===== config.mk =====
export PLATFORM = sky130hd
export DESIGN_NAME = fft_pipe_ctrl
export DESIGN_NICKNAME = d
export VERILOG_FILES = /design/src/rtl/fft_pipe_ctrl.sv
export SDC_FILE = /design/constraint.sdc
export NUM_CORES = 1
export LEC_CHECK = 0
export BUFFER_PORTS_ARGS = -buffer_cell sky130_fd_sc_hd__buf_2
export CAP_MARGIN = 30
export CORE_UTILIZATION = 45
export DETAILED_ROUTE_END_ITERATION = 8
export GPL_ROUTABILITY_DRIVEN = 0
export HOLD_SLACK_MARGIN = 0.05
export PLACE_DENSITY = 0.7
export SYNTH_ARGS = -nofsm -noshare
export SYNTH_HDL_FRONTEND = slang
export SYNTH_SLANG_ARGS = --single-unit

===== constraint.sdc =====
create_clock -name clk_1 -period 4.9 [get_ports clk_1]
set_input_delay 0.245 -clock clk_1 [delete_from_list [all_inputs] [get_ports clk_1]]
set_output_delay 0.245 -clock clk_1 [all_outputs]
set_load 0.01 [all_outputs]

===== src/rtl/fft_pipe_ctrl.sv =====
// fft_pipe_ctrl: control path for a 4-stage, 8-point FFT datapath.
//
// Tracks one valid bit and one tag per pipeline stage, generates the per-stage
// latch enables, numbers accepted frames with a wrapping tag counter and counts
// completed output handshakes.
//
// Optional feature: define FFT_CTRL_STALL_EN to honour out_ready backpressure.
// Without it the pipeline always advances and out_ready is ignored.
//
// Ports:
//   clk_1      in   single clock, rising edge
//   rst        in   synchronous, active-high reset
//   in_valid   in   8-sample frame present at the datapath inputs
//   in_ready   out  frame accepted this cycle
//   flush      in   single-cycle request to discard all in-flight frames
//   out_ready  in   downstream accepts the result (stall build only)
//   stage_en   out  latch enables: [0] input, [1] 8-to-4, [2] 4-to-2, [3] DFT2 output
//   out_valid  out  stage-3 latch holds a valid result
//   out_tag    out  tag of the frame at stage 3
//   busy       out  FSM not idle
//   frame_cnt  out  number of completed output handshakes (wrapping)
module fft_pipe_ctrl #(
  parameter int unsigned TAG_W = 4,
  parameter int unsigned CNT_W = 16
) (
  input  logic             clk_1,
  input  logic             rst,
  input  logic             in_valid,
  output logic             in_ready,
  input  logic             flush,
  input  logic             out_ready,
  output logic [3:0]       stage_en,
  output logic             out_valid,
  output logic [TAG_W-1:0] out_tag,
  output logic             busy,
  output logic [CNT_W-1:0] frame_cnt
);

  localparam logic [1:0] IDLE  = 2'd0;
  localparam logic [1:0] RUN   = 2'd1;
  localparam logic [1:0] FLUSH = 2'd2;

  logic [1:0]       state_q, state_d;
  logic [3:0]       v_q, v_next;
  logic [TAG_W-1:0] t_q [4];
  logic [TAG_W-1:0] tag_ctr_q;
  logic [CNT_W-1:0] frame_cnt_q;

  logic advance;
  logic blocked;
  logic accept;
  logic handshake;

`ifdef FFT_CTRL_STALL_EN
  assign advance = !(v_q[3] && !out_ready);
`else
  // Backpressure is not supported in this build; the pipe always moves.
  logic unused_out_ready;
  assign unused_out_ready = out_ready;
  assign advance = 1'b1;
`endif

  always_comb begin
    // Reset, a flush request and the FLUSH state all freeze intake and latches.
    blocked   = rst || flush || (state_q == FLUSH);
    in_ready  = advance && !blocked;
    accept    = in_valid && in_ready;

    stage_en[0] = accept;
    for (int i = 1; i < 4; i++) begin
      stage_en[i] = advance && v_q[i-1] && !blocked;
    end

    v_next    = advance ? {v_q[2:0], accept} : v_q;
    // A result presented while a flush lands is discarded, not counted.
    handshake = v_q[3] && advance && !blocked;

    state_d = state_q;
    unique case (state_q)
      IDLE:    if (accept) state_d = RUN;
      RUN:     if (v_next == 4'b0000) state_d = IDLE;
      FLUSH:   state_d = IDLE;
      default: state_d = IDLE;
    endcase
    if (flush) state_d = FLUSH;
  end

  always_ff @(posedge clk_1) begin
    if (rst) begin
      state_q     <= IDLE;
      v_q         <= 4'b0000;
      tag_ctr_q   <= '0;
      frame_cnt_q <= '0;
      for (int i = 0; i < 4; i++) t_q[i] <= '0;
    end else begin
      state_q <= state_d;
      v_q     <= flush ? 4'b0000 : v_next;
      if (accept) begin
        t_q[0]    <= tag_ctr_q;
        tag_ctr_q <= tag_ctr_q + 1'b1;
      end
      if (advance) begin
        for (int i = 1; i < 4; i++) t_q[i] <= t_q[i-1];
      end
      if (handshake) frame_cnt_q <= frame_cnt_q + 1'b1;
    end
  end

  assign out_valid = v_q[3];
  assign out_tag   = t_q[3];
  assign busy      = (state_q != IDLE);
  assign frame_cnt = frame_cnt_q;

endmodule


==> out/metrics.csv <==
metric,value,unit
Arrival @ worst endpoint,1.89,ns
Worst Setup End Kind,output port,
CP Class,input pin to output port,
DP Cell Count,229,
Post-CTS Setup Inserts,0,
Yosys cell types,35,
status,"finished, final reports clean",
cell with the most instances after synthesis,dfxtp_1,
worst reg2reg path depth,4,
overall routing resource usage,18.0,%
CP Max Fanout,33,
Slew Limit Fails,0,
chip width,61.4,um
CTS resizes,0,
die height,61.4,um
Worst-Margin Slew,0.777,ns
DR vias/cell,5.27,
GRT Residual Overflow,0,
PwrDens,315,mW/mm2
setup skew after layout,0.0153,ns
Leakage Power,0.794,nW
die area,0.00378,mm2
Most used DFF post-synth,dfxtp_1,
startpoint type of the worst setup path,input pin,
max_slew headroom,48.0,%
FMAX,468,MHz
first-pass GRT wire length,4900,um
Setup TNS,0,ns
Sink Count,42,
DRC,0,
# diodes,0,
clk buf depth,2,
max cap viols,0,
DR WL/cell,12.4,um
RSZ-0062 raised after global routing,false,
NumNets Final,197,
largest area contributor in the netlist,dfxtp_1,
worst r2r src,state_q[0],
Seq cells post-synth,42,
Layout Area Growth over Synthesis,15.7,%
row count,21,
syn_area_per_cell,9.88,um2
Vias,1248,
antenna violations before repair,0,
Routed Antenna Nets,0,
Root Buffer,clkbuf_4,
R2R Setup Slk,3.15,ns
VDD IR max,0.000192,V
Critical Path RT,4.66,ns
HP Class,input pin to flop,
crit path from,rst,
Initial DRT Pass Iterations,4,
"Seq/Total Area, Yosys",52.9,%
Tmin final,2.14,ns
Commonest cells post-synth,"42 x dfxtp_1, 13 x nor2b_1, 12 x nor2_1, 10 x and3_1",
CTS tree,built,
# hold bufs at CTS,0,
dpl ws,2.55,ns
end of the critical path,stage_en[0],
Initial DRC Count,52,
I/O pin total,32,
Syn. warnings,0,
synthesized area,0.00159,mm2
post-synth top area share,52.9,%
largest net degree at the start of global routing,34,
core area,0.00336,mm2
number of global-route vias before repair,1110,
Synth Instances,161,
share of layout cells above drive strength 1,23.0,%
setup violators final,0,
fill count,341,
setup ws final,2.76,ns
clk slew on worst S/H paths,0.10,ns
number of synthesized flops with an enable pin,0,
Starting Density,47.3,%
Area contributors post-synth,"dfxtp_1 53%, nor2b_1 5.1%, and3_1 3.9%",
Clock Latency Late Sink,0.35,ns
Post-synth ARST share,0,%
final non-filler cell total,237,
r2r endpoint,frame_cnt[12],
total wire length,2940,um
CTS Buf Count,5,
H-tree levels,2,
post-route clock period utilization,43.6,%
count of input and output buffers,30,
dpl hpwl,2050,um
final hold vios,0,
Post-Syn Nets,168,
## through the flow
| stage | power (mW) | utilization [%] | hold slack [ns] | area, um2 |
|---|---|---|---|---|
| finish | 0.580 | 54.7 | 0.150 | 1840 |
| global route | 0.610 | 54.7 | 0.158 | 1840 |
| CTS | 0.587 | 54.7 | 0.137 | 1840 |
| detailed placement | 0.372 | 52.3 | 0.430 | 1760 |
| global placement | 0.371 | 52.3 | 0.419 | 1760 |
| floorplan | 0.367 | - | 0.326 | 1590 |
## cell families (layout without fill, tap and decap cells)
logic type,after synthesis,in the layout,share of synthesized area [%]
buffers and inverters,10,40,2.83
AO/OA/AOI/OAI,18,18,7.24
multiplexers,6,6,4.09
AND/OR/NAND/NOR,74,74,26.4
flip-flops,42,42,52.9
XOR/XNOR,9,9,4.96
adder cells (fa/ha/maj),2,2,1.57
## worst max-delay path, stage by stage
cell and delay [ns]:
buf_2 0.28, nor2_1 0.67, and3_1 0.48, buf_2 0.20
## layer usage
metal	vias to the layer above	global-route usage, %	wire [um]
met3	6	6.30	163
met5	-	0	0
met2	30	29.8	1370
met1	591	21.6	1360
li1	621	-	-
met4	0	6.67	47
## final cells by class
| type | instances | area, um2 | share of cell area (%) |
|---|---|---|---|
| inverter | 2 | 7.51 | 0.408 |
| clock inverter | 2 | 37.5 | 2.04 |
| tap | 46 | 57.6 | 3.13 |
| clock buffer | 6 | 41.3 | 2.24 |
| timing repair buffer | 30 | 150 | 8.16 |
| multi-input combinational | 109 | 704 | 38.3 |
| sequential | 42 | 841 | 45.7 |
## flip-flops by register name (all words and copies together), names as in the netlist
name and count:
tag_ctr_q 4, state_q 2, frame_cnt 16, t_q 16
v_q 4
## placed cells by master, fill, tap and decap left out, types with 3 or more instances in the layout
| master | Yosys | layout |
|---|---|---|
| nand4_1 | 7 | 7 |
| nor2_1 | 12 | 12 |
| nor2b_1 | 13 | 13 |
| and2_1 | 3 | 3 |
| o21ai_0 | 3 | 3 |
| xnor2_1 | 3 | 3 |
| o31ai_1 | 3 | 3 |
| xor2_1 | 6 | 6 |
| and3_1 | 10 | 10 |
| dfxtp_1 | 42 | 42 |
| mux2_2 | 4 | 4 |
| or3_1 | 5 | 5 |
| nand2_1 | 7 | 7 |
| a21oi_1 | 7 | 7 |
| buf_2 | 2 | 30 |
| clkbuf_4 | 0 | 5 |
| nand3_1 | 5 | 5 |
## report_power, final
group	switching (mW)	leakage (nW)	internal, mW
logic	0.0132	0.416	0.00611
clock network	0.108	0.0385	0.108
registers	0.00161	0.339	0.343
total	0.123	0.794	0.457
## worst min-delay path by stage
stage | slack (ns) | end | startpoint | depth (start not counted)
5_1_grt | 0.16 | state_q[1] | flush | 2
4_1_cts | 0.14 | state_q[1] | flush | 2
6_report | 0.15 | state_q[1] | flush | 2
2_1_floorplan | 0.33 | t_q[1][1] | rst | 1
3_5_place_dp | 0.43 | t_q[3][2] | t_q[2][2] | 1
3_3_place_gp | 0.42 | t_q[3][3] | t_q[2][3] | 1
Power figures use the tool's default switching activity.
